[config.mk]
export PLATFORM = sky130hd
export DESIGN_NAME = play_area_arbiter
export DESIGN_NICKNAME = d
export VERILOG_FILES = /design/src/rtl/play_area_pkg.sv /design/src/rtl/play_area_sweep.sv /design/src/rtl/play_area_arbiter.sv
export SDC_FILE = /design/constraint.sdc
export NUM_CORES = 1
export LEC_CHECK = 0
export ABC_AREA = 1
export CORE_UTILIZATION = 47
export CTS_BUF_LIST = sky130_fd_sc_hd__clkbuf_4 sky130_fd_sc_hd__clkbuf_8
export DETAILED_ROUTE_END_ITERATION = 7
export PLACE_DENSITY = 0.83
export SLEW_MARGIN = 30
export SYNTH_ARGS = -nofsm -noshare
export SYNTH_HDL_FRONTEND = slang
export SYNTH_HIERARCHICAL = 1
export SYNTH_SLANG_ARGS = --single-unit
[constraint.sdc]
create_clock -name clk -period 2.25 [get_ports clk]
set_input_delay 0.225 -clock clk [delete_from_list [all_inputs] [get_ports clk]]
set_output_delay 0.225 -clock clk [all_outputs]
set_load 0.05 [all_outputs]
[src/rtl/play_area_pkg.sv]
// Shared cell codes, RAM-owner and FSM encodings for the play-area arbiter.
package play_area_pkg;

   typedef enum logic [1:0] {NONE, VID, GAME, SWEEP} owner_t;
   typedef enum logic {CLEAR, RUN} state_t;

   localparam logic [2:0] CELL_EMPTY = 3'd0;
   localparam logic [2:0] CELL_WALL  = 3'd1;

endpackage

[src/rtl/play_area_sweep.sv]
// Raster counter for the clear sweep: walks x fastest, then y, and flags
// border cells so the current cell value is known without a lookup.
module play_area_sweep
   import play_area_pkg::*;
#(
   parameter int WIDTH = 80,
   parameter int HEIGHT = 60,
   parameter int BIT_DEPTH = 3,
   parameter logic [BIT_DEPTH-1:0] WALL_VALUE = BIT_DEPTH'(CELL_WALL),
   localparam int XW = $clog2(WIDTH),
   localparam int YW = $clog2(HEIGHT)
)(
   input  logic                 clk,
   input  logic                 advance,
   input  logic                 restart,
   output logic [XW-1:0]        x,
   output logic [YW-1:0]        y,
   output logic [BIT_DEPTH-1:0] wdata,
   output logic                 done
);

   localparam logic [XW-1:0] X_LAST = XW'(WIDTH - 1);
   localparam logic [YW-1:0] Y_LAST = YW'(HEIGHT - 1);

   logic border;

   always_ff @(posedge clk) begin
      if (restart) begin
         x <= '0;
         y <= '0;
      end else if (advance) begin
         if (x == X_LAST) begin
            x <= '0;
            y <= (y == Y_LAST) ? '0 : y + 1'b1;
         end else begin
            x <= x + 1'b1;
         end
      end
   end

   assign border = (x == '0) || (x == X_LAST) || (y == '0) || (y == Y_LAST);
   assign wdata  = border ? WALL_VALUE : BIT_DEPTH'(CELL_EMPTY);
   assign done   = (x == X_LAST) && (y == Y_LAST);

endmodule

[src/rtl/play_area_arbiter.sv]
// Single-port play-area RAM arbiter: video scanout has priority, game logic
// gets the RAM when video is idle or after a bounded starvation run.
module play_area_arbiter
   import play_area_pkg::*;
#(
   parameter int WIDTH = 80,
   parameter int HEIGHT = 60,
   parameter int BIT_DEPTH = 3,
   parameter logic [BIT_DEPTH-1:0] WALL_VALUE = BIT_DEPTH'(CELL_WALL),
   parameter int STARVE_LIMIT = 8,
   localparam int XW = $clog2(WIDTH),
   localparam int YW = $clog2(HEIGHT)
)(
   input  logic                 clk,
   input  logic                 reset,
   input  logic                 vid_req,
   input  logic [XW-1:0]        vid_x,
   input  logic [YW-1:0]        vid_y,
   output logic                 vid_rvalid,
   output logic [BIT_DEPTH-1:0] vid_rdata,
   input  logic                 game_req,
   input  logic                 game_we,
   input  logic [XW-1:0]        game_x,
   input  logic [YW-1:0]        game_y,
   input  logic [BIT_DEPTH-1:0] game_wdata,
   output logic                 game_ack,
   output logic                 game_rvalid,
   output logic [BIT_DEPTH-1:0] game_rdata,
   input  logic                 clear_req,
   output logic                 busy,
   output logic [XW-1:0]        pa_x,
   output logic [YW-1:0]        pa_y,
   output logic                 pa_we,
   output logic [BIT_DEPTH-1:0] pa_wdata,
   input  logic [BIT_DEPTH-1:0] pa_out
);

   localparam int SW = $clog2(STARVE_LIMIT + 1);

   state_t               state, state_next;
   owner_t               owner, resp_owner;
   logic [SW-1:0]        starve_cnt;
   logic                 starve_full;
   logic [BIT_DEPTH-1:0] vid_hold, game_hold;
   logic [XW-1:0]        sweep_x;
   logic [YW-1:0]        sweep_y;
   logic [BIT_DEPTH-1:0] sweep_wdata;
   logic                 sweep_done;

   play_area_sweep #(
      .WIDTH      (WIDTH),
      .HEIGHT     (HEIGHT),
      .BIT_DEPTH  (BIT_DEPTH),
      .WALL_VALUE (WALL_VALUE)
   ) u_sweep (
      .clk     (clk),
      .advance (owner == SWEEP),
      .restart (reset || clear_req),
      .x       (sweep_x),
      .y       (sweep_y),
      .wdata   (sweep_wdata),
      .done    (sweep_done)
   );

   assign starve_full = (starve_cnt == SW'(STARVE_LIMIT));

   always_ff @(posedge clk) begin
      if (reset) state <= CLEAR;
      else       state <= state_next;
   end

   // A restart request always wins over the sweep finishing in the same cycle.
   always_comb begin
      state_next = state;
      case (state)
         CLEAR: begin
            if (clear_req)                         state_next = CLEAR;
            else if (owner == SWEEP && sweep_done) state_next = RUN;
         end
         RUN: begin
            if (clear_req) state_next = CLEAR;
         end
         default: state_next = CLEAR;
      endcase
   end

   always_comb begin
      owner = NONE;
      if (vid_req && !(starve_full && game_req && state == RUN)) owner = VID;
      else if (state == RUN && game_req)                        owner = GAME;
      else if (state == CLEAR)                                  owner = SWEEP;
   end

   always_comb begin
      pa_x     = '0;
      pa_y     = '0;
      pa_we    = 1'b0;
      pa_wdata = '0;
      case (owner)
         VID: begin
            pa_x = vid_x;
            pa_y = vid_y;
         end
         GAME: begin
            pa_x     = game_x;
            pa_y     = game_y;
            pa_we    = game_we;
            pa_wdata = game_wdata;
         end
         SWEEP: begin
            pa_x     = sweep_x;
            pa_y     = sweep_y;
            pa_we    = 1'b1;
            pa_wdata = sweep_wdata;
         end
         default: ;
      endcase
   end

   assign game_ack = (owner == GAME);
   assign busy     = (state == CLEAR);

   always_ff @(posedge clk) begin
      if (reset) begin
         starve_cnt <= '0;
      end else if (game_req && state == RUN && owner != GAME) begin
         if (!starve_full) starve_cnt <= starve_cnt + 1'b1;
      end else begin
         starve_cnt <= '0;
      end
   end

   // The RAM answers one cycle late, so remember who asked.
   always_ff @(posedge clk) begin
      if (reset)                          resp_owner <= NONE;
      else if (owner == VID)              resp_owner <= VID;
      else if (owner == GAME && !game_we) resp_owner <= GAME;
      else                                resp_owner <= NONE;
   end

   always_ff @(posedge clk) begin
      if (reset) begin
         vid_hold  <= '0;
         game_hold <= '0;
      end else begin
         if (resp_owner == VID)  vid_hold  <= pa_out;
         if (resp_owner == GAME) game_hold <= pa_out;
      end
   end

   assign vid_rvalid  = (resp_owner == VID);
   assign game_rvalid = (resp_owner == GAME);
   assign vid_rdata   = vid_rvalid  ? pa_out : vid_hold;
   assign game_rdata  = game_rvalid ? pa_out : game_hold;

endmodule

## Word level (Yosys, flattened, before mapping)

Index checks and enable logic that the tools add are counted.
Widths: inputs -> output; s select.

| word-level totals | value |
|---|---|
| bits in registers | 26 |
| bits of input ports | 38 |
| output and inout port bits | 27 |
| word-level logic and storage cells | 59 |

| cells by class | value |
|---|---|
| muxes and demuxes | 18 |
| $add $sub $neg | 3 |
| bitwise logic cells | 2 |
| reduce and logical (&&, ||, !) cells | 19 |
| equality and inequality tests | 9 |

Operators by type and width:

| kind | number |
|---|---|
| $pmux 7 s3 | 1 |
| $pmux 6 s3 | 1 |
| $logic_and 1x1->1 | 8 |
| $mux 2 | 4 |
| $add 7x1->7 const B | 1 |
| $eq 7x7->1 const B | 1 |
| $logic_not 7->1 | 1 |
| $mux 7 | 1 |
| $add 6x1->6 const B | 1 |
| $eq 2x2->1 const B | 3 |
| $eq 6x6->1 const B | 1 |
| $logic_not 6->1 | 1 |
| $mux 3 | 2 |
| $mux 6 | 1 |
| $pmux 3 s2 | 1 |
| $mux 1 | 5 |
| $add 4x1->4 const B | 1 |
| $eq 2x1->1 const B | 2 |
| $eq 4x4->1 const B | 1 |
| $logic_or 1x1->1 | 4 |
| $pmux 1 s2 | 2 |
| $reduce_or 2->1 | 2 |
| $logic_not 1->1 | 2 |
| $ne 2x2->1 const B | 1 |
| other kinds (2) | 3 |

## Logic depth before layout (Yosys ltp)

Gate-level depths: netlist of the first run.

| logic depth | value |
|---|---|
| depth in word-level cells | 11 |
| mapped depth | 16 |
| gate-level depth less buffers | 15 |

## Hierarchy

Netlist of the first run, hierarchy kept.

Modules (own cells, without submodules):

| module | sequential area each (µm²) | instances | area each (µm²) | cells an instance |
|---|---|---|---|---|
| play_area_arbiter | 260.2 | 1 | 1092.3 | 189 |
| play_area_sweep | 260.2 | 1 | 782.0 | 112 |

## Worst setup path before layout of the first run

Ideal clock, no wire load.

| timing | value |
|---|---|
| path kind | register to register |
| start | reg starve_cnt[0] |
| end | reg u_sweep.y[3] |
| required time | 2.133 ns |
| slack | 0.309 ns |
| setup time | 0.117 ns |
| period minus slack after synthesis | 1.941 ns |
| arrival | 1.823 ns |
| stages on the path, launching flop included | 15 |
| buffers on the path | 1 |
| cell sequence | dfxtp_1 > inv_1 > ha_1 > nand2_1 > nor2_4 > nand2_2 > nand2_4 > buf_6 > nand3_1 > inv_1 > nand3_2 > nor2_4 > nand2_4 > o21ai_2 > nor2_1 |

| on the way | value |
|---|---|
| longest elaborated chain between the ends | 8 |

RTL lines:

| what | RTL line | source |
|---|---|---|
| start: declaration | play_area_arbiter.sv:42 | `logic [SW-1:0] starve_cnt;` |
| start signal: assignment | play_area_arbiter.sv:127 | `if (!starve_full) starve_cnt <= starve_cnt + 1'b1;` |
| $eq 4x4->1 | play_area_arbiter.sv:65 | `assign starve_full = (starve_cnt == SW'(STARVE_LIMIT));` |
| $logic_and 1x1->1 (2 in a row) | play_area_arbiter.sv:89 | `if (vid_req && !(starve_full && game_req && state == RUN)) owner = VID;` |
| $logic_not 1->1 | play_area_arbiter.sv:89 |  |
| $logic_and 1x1->1 | play_area_arbiter.sv:89 |  |
| $mux 2 | play_area_arbiter.sv:89 |  |
| $eq 2x2->1 | play_area_arbiter.sv:57 | `.advance (owner == SWEEP),` |
| $reduce_and 2->1 (no line) | - |  |
| end signal: assignment | play_area_sweep.sv:34 | `y <= (y == Y_LAST) ? '0 : y + 1'b1;` |
| end: declaration | play_area_sweep.sv:17 | `output logic [YW-1:0] y,` |

Every way passes these cells.
A chain may end at the register's enable or synchronous reset.

## Final worst setup path of the first run

| timing | value |
|---|---|
| start | reg starve_cnt[0] |
| end | out pa_y[2] |

| on the way | value |
|---|---|
| longest elaborated chain between the ends | 8 |
| elaborated cells on any way between the ends | 10 |
| those cells by class | eq/ne: 4; mux: 2; reduce/logical: 4 |

RTL lines:

| what | RTL line | source |
|---|---|---|
| $eq 4x4->1 (*) | play_area_arbiter.sv:65 |  |
| $logic_and 1x1->1 (*) (2 in a row) | play_area_arbiter.sv:89 |  |
| $logic_not 1->1 (*) | play_area_arbiter.sv:89 |  |
| $logic_and 1x1->1 (*) | play_area_arbiter.sv:89 |  |
| $mux 2 (*) | play_area_arbiter.sv:89 |  |
| $eq 2x2->1 / $eq 2x1->1 (equally long branches) | play_area_arbiter.sv:99 | `case (owner)` |
| $pmux 6 s3 (*) | play_area_arbiter.sv:99 |  |
| end: declaration | play_area_arbiter.sv:32 | `output logic [YW-1:0] pa_y,` |

Mark *: on every way between the ends. The rest lies on a longest branch, timed or not.

==> impl_metrics.yaml, run 1 <==
setup_path:
  critPathRequiredTime_ns: 2.03
  r2r-start: "starve_cnt[0]$_SDFFE_PP0P_"
  cp-end-kind: "output port"
  reg2reg_to: "u_sweep/y[3]$_SDFFE_PP0P_"
  cp-start-kind: "register"
  worstPathArrival_ns: 1.99
  worstPathMaxFanout: 15
  reg2reg_slack_ns: 0.21
  reg2reg_depth: 13
  crit_type: "register to output port"
yosys:
  synth_top_area_share_pct: 27.8
  postSynthAreaPerCell_um2: 6.23
  yosysSeqAreaShare_pct: 27.8
  synth.cell_area_mm2: 0.00187
  synth_cells: 301
  synth-edff-count: 0
  synth_area_leaders: "dfxtp_1 (28%), nor2_1 (15%), inv_1 (12%), nand2_1 (8.4%), nand4_1 (7.0%)"
  async_flop_share_pct: 0
  yosys_warnings: 6
  synthFlopType: "dfxtp_1"
  synth-seq-cells: 26
  yosysTopAreaCell: "dfxtp_1"
  synth.distinct_cells: 28
  synthTopCellsByCount: "nor2_1 (75), inv_1 (60), nand2_1 (42)"
  synth_most_common_cell: "nor2_1"
timing:
  max_slew_margin_pct: 65.7
  finalSetupViolations: 0
  tns_ns: 0
  fin_crit_ns: 2.21
  drv_slew: 0
  skew_ns: 0.00657
  final_hold_viol_count: 0
  fmax_mhz: 452
  worst_slack_ns: 0.0352
  worst_slew_pin_slew_ns: 0.512
  whs_ns: 0.540
  period_share_pct: 98.4
flow_run:
  drv_cap: 0
place:
  port-buffer-count: 64
  place_congestion: 0.958
  pre_cts_slack_ns: 0.182
  hpwl_mm: 3.70
  placed_area_mm2: 0.00262
cts:
  cts-root-buf: "clkbuf_8"
  clk_pin_slew_ns: 0.09
  numCtsBuffers: 3
  clock_latency_ns: 0.27
  clkSinkCount: 26
  htreeDepth: 1
  clock_path_buffers: 2
  cts_tree: "done"
routing:
  dr.pass1.iters: 5
  post-route-drc-count: 0
  vias_per_cell: 4.97
  avgRoutedWirePerCell_um: 11.9
  routed_wl_mm: 4.93
  via_count: 2058
  postRouteAntennaNets: 0
  initialDrtViolationCount: 150
worst_hold_path:
  hold_class: "register to register"
  hold_depth: 2
  holdPathEnd: "state$_SDFF_PP0_"
  hp-start: "state$_SDFF_PP0_"
die:
  core_mm2: 0.00374
  die-area_mm2: 0.00424
  die_h_um: 65.2
  initial_utilization_pct: 50.1
  placementRows: 22
  die_w_um: 65.2
  io_pins: 65
layout:
  design_area_mm2: 0.00272
  final_nets: 411
  layout-drive-gt1-share_pct: 15.8
  diodes: 0
  syn_to_final_growth_pct: 45.3
grt:
  grt_first_pass_wirelength_mm: 7.67
  antenna_found_initial: 0
  grt_overflow: 0
  grt_max_degree: 31
  grt_util_all_layers_pct: 23.1
  grt_pass1_vias: 1746
pwr:
  p_leak_uw: 0.00134
  peakVddDrop_mv: 0.357
  total_power_uw: 1070
  cellPowerDensity_mw_per_mm2: 393
status:
  run_status: "completed"
[stage by stage]
step / util (%) / instances
CTS: 71.5 / 410
floorplan: - / 302
finish: 72.8 / 414
global placement: 69.9 / 406
global route: 72.8 / 414
detailed placement: 69.9 / 406
[power by group]
part / total, uW / internal [uW] / switching (uW)
sequential: 468 / 465 / 2.60
clock: 302 / 156 / 146
combinational: 299 / 143 / 156
total: 1070 / 765 / 304
[placed cells by master, fill, tap and decap left out]
master           count
nor2_4               3
o21ai_0             10
nand4_1             21
nor3b_1              2
a21oi_1              7
or2_1                1
xnor2_1              1
buf_12              14
inv_2                2
xor2_1               2
buf_4               16
nor2_1              75
or2_2                7
dfxtp_2              2
o21bai_4             1
nand3_2              2
dfxtp_1             24
nand3_1             12
clkdlybuf4s50_1     40
clkbuf_8             4
ha_1                 6
conb_1               2
o21ai_2              1
nand2_2              1
buf_8                1
nand2_1             42
nand2_4              4
nor3_1               3
inv_1               60
[worst max-delay path: stages, from the launching register on]
cell	delay, ns
dfxtp_2	0.35
inv_1	0.07
ha_1	0.19
nand2_1	0.10
nor2_4	0.06
buf_4	0.14
o21bai_4	0.15
buf_12	0.16
nor2_1	0.06
nor2_1	0.14
nand2_1	0.13
buf_12	0.17
[flip-flops by register name (all words and copies together), names as in the netlist]
signal      count
resp_owner      2
vid_hold        3
game_hold       3
u_sweep/x       7
starve_cnt      4
u_sweep/y       6
state           1
[cell families (layout without fill, tap and decap cells)]
kind of cell	after synthesis	in the layout	share of synthesized area, %
adder cells (fa/ha/maj)	6	6	4.01
XOR/XNOR	3	3	1.40
AND/OR/NAND/NOR	173	173	43.5
other	1	2	0.200
flip-flops	26	26	27.8
AO/OA/AOI/OAI	19	19	6.01
buffers and inverters	73	137	17.1
[what timing repair did]
action                     4_1_cts  5_1_grt
buffers inserted                 0        4
hold buffers                     0        0
gates resized for setup          1        3
setup endpoints to repair        2       18
pin swaps                        0        3
[metal layers]
metal | GRT usage [%] | vias up | wire [um]
met5 | 0 | - | 0
met1 | 29.2 | 917 | 2100
li1 | - | 1049 | -
met3 | 4.17 | 10 | 409
met4 | 5.98 | 0 | 65
met2 | 40.1 | 82 | 2360
[layout make-up]
type	instances	area [um^2]
clock buffer	4	55.1
fill	310	1020
inverter	62	233
multi-input combinational	203	1040
sequential	26	523
tap	48	60.1
timing repair buffer	71	816
[how the worst max path moves through the flow]
stage	start	endpoint	slack [ns]	cells past startpoint
after detailed placement	game_req	u_sweep/y[3]$_SDFFE_PP0P_	0.18	12
after CTS	starve_cnt[0]$_SDFFE_PP0P_	pa_we	0.03	9
after floorplan	starve_cnt[0]$_SDFFE_PP0P_	u_sweep/y[3]$_SDFFE_PP0P_	0.31	14
after global placement	vid_req	pa_we	0.21	7
after global routing	starve_cnt[0]$_SDFFE_PP0P_	pa_y[2]	-0.02	11
final	starve_cnt[0]$_SDFFE_PP0P_	pa_y[2]	0.04	11
Note: power is estimated with default switching activity, not from simulation.
==> run 2: changes to the inputs <==
Settings changed: CORE_MARGIN set to 2, CORE_UTILIZATION 47 to 35, PLACE_DENSITY 0.83 to unset.
==> impl_metrics.yaml, run 2 (synthesis gave the netlist of run 1 again) <==
grt:
  grt_max_degree: 31
  grt_overflow: 0
  grt_pass1_vias: 1787
  grt_first_pass_wirelength_mm: 8.47
  grt_util_all_layers_pct: 17.4
  antenna_found_initial: 0
setup_path:
  crit_type: "register to output port"
  worstPathArrival_ns: 1.89
  r2r-start: "starve_cnt[0]$_SDFFE_PP0P_"
  cp-end-kind: "output port"
  reg2reg_to: "u_sweep/y[4]$_SDFFE_PP0P_"
  critPathRequiredTime_ns: 2.03
  reg2reg_depth: 15
  reg2reg_slack_ns: 0.21
  worstPathMaxFanout: 15
  cp-start-kind: "register"
layout:
  final_common_cell: "nor2_1"
  final_cell_mix: "nor2_1 (74), inv_1 (58), nand2_1 (41)"
  largest_registers: "u_sweep/x x7, u_sweep/y x6, starve_cnt x4"
  largest_register_ff_count: 7
  syn_to_final_growth_pct: 49.9
  diodes: 0
  final_nets: 413
  layoutNonFillerInstCount: 438
  layout-drive-gt1-share_pct: 17.4
  top_register: "u_sweep/x"
routing:
  initialDrtViolationCount: 87
  avgRoutedWirePerCell_um: 11.5
  dr.pass1.iters: 4
  vias_per_cell: 4.43
  via_count: 1939
  post-route-drc-count: 0
  routed_wl_mm: 5.05
  postRouteAntennaNets: 0
timing:
  skew_ns: 0.0120
  worst_slew_pin_slew_ns: 0.509
  fmax_mhz: 474
  drv_slew: 0
  final_hold_viol_count: 0
  rsz0062_at_grt: "no"
  tns_ns: 0
  worst_slack_ns: 0.138
  max_slew_margin_pct: 66.0
  finalSetupViolations: 0
  period_share_pct: 93.8
  fin_crit_ns: 2.11
worst_hold_path:
  holdPathEnd: "state$_SDFF_PP0_"
  hold_class: "register to register"
  hp-start: "state$_SDFF_PP0_"
  hold_depth: 2
place:
  place_congestion: 0.858
  pre_cts_slack_ns: 0.168
  port-buffer-count: 64
  hpwl_mm: 3.87
  numPlacedInstances: 429
die:
  initial_utilization_pct: 36.5
  io_pins: 65
  die_w_um: 77.2
  die-area_mm2: 0.00596
  placementRows: 26
  die_h_um: 77.2
  core_mm2: 0.00514
cts:
  clkSinkCount: 26
  cts_tree: "done"
  clock_path_buffers: 2
  numCtsBuffers: 3
  cts_hold_buf: 0
  cts-root-buf: "clkbuf_8"
  clock_latency_ns: 0.28
  htreeDepth: 1
  clk_pin_slew_ns: 0.10
pwr:
  peakVddDrop_mv: 0.290
  p_seq_share_pct: 39.9
  clkPwrFrac_pct: 33.9
  swShare_pct: 27.2
  p_int_uw: 853
  pwr-share-comb_pct: 26.3
  p_sw_uw: 319
  p_leak_uw: 0.00136
  cellPowerDensity_mw_per_mm2: 417
status:
  run_status: "completed"
flow_run:
  drv_cap: 0
[run 2: cell types whose count changed in the layout (fill, tap and decap cells not counted), sizes merged]
cell	before	now
buf	31	32
bufinv	0	1
[run 2: metal layers]
| metal | vias to the layer above | share of wire, % | track usage, % | wire (um) |
|---|---|---|---|---|
| met3 | 6 | 5.7 | 3.65 | 287 |
| met4 | 0 | 1.4 | 6.07 | 72 |
| met5 | - | 0 | 0 | 0 |
| met1 | 833 | 50 | 24.4 | 2520 |
| met2 | 51 | 43 | 26.3 | 2170 |
| li1 | 1049 | - | - | - |
[run 2: cell type report]
class | instances | area [um^2]
clock buffers | 3 | 41.3
clock inverters | 1 | 30.0
fillers | 523 | 2330
inverters | 62 | 233
multi-input cells | 203 | 1040
flip-flops and latches | 26 | 523
well taps | 70 | 87.6
repair buffers | 73 | 853
[run 2: stage by stage]
| step | utilization, % | hold WS, ns | cell area [um^2] | total power, uW |
|---|---|---|---|---|
| after floorplan | - | 0.304 | 1880 | 630 |
| after global placement | 51.6 | 0.505 | 2650 | 777 |
| after detailed placement | 51.6 | 0.521 | 2650 | 777 |
| after CTS | 53.0 | 0.545 | 2730 | 1180 |
| after global routing | 54.7 | 0.561 | 2810 | 1230 |
| final | 54.7 | 0.530 | 2810 | 1170 |
[run 2: how the worst max path moves through the flow]
stage | startpoint | endpoint | slack, ns
floorplan | starve_cnt[0]$_SDFFE_PP0P_ | u_sweep/y[3]$_SDFFE_PP0P_ | 0.31
global placement | vid_req | pa_we | 0.18
detailed placement | game_req | u_sweep/y[4]$_SDFFE_PP0P_ | 0.17
CTS | starve_cnt[0]$_SDFFE_PP0P_ | pa_wdata[0] | 0.01
global route | starve_cnt[1]$_SDFFE_PP0P_ | pa_y[5] | 0.0004
finish | starve_cnt[0]$_SDFFE_PP0P_ | pa_y[5] | 0.14
[run 2: power groups by stage]
stage	clock network, uW	registers, uW	logic (uW)
3_3_place_gp	0	478	299
6_report	397	468	308
4_1_cts	407	468	301
3_5_place_dp	0	479	299
2_1_floorplan	0	478	152
5_1_grt	433	469	330
[run 2: critical path, cell delays in order (launching register included)]
cell and delay (ns):
dfxtp_2 0.35, inv_2 0.06, ha_1 0.13, nand2_1 0.08
nor2_4 0.18, nand2_2 0.09, nand2_4 0.10, clkbuf_16 0.17
nor2_1 0.04, nor2_1 0.11, nand2_1 0.11, buf_12 0.16
[run 2: repair_timing]
action	in CTS	in global routing
resized for setup	1	8
endpoints found under the setup margin	6	23
gates cloned	0	1
pin swaps	0	6
setup buffers	0	4
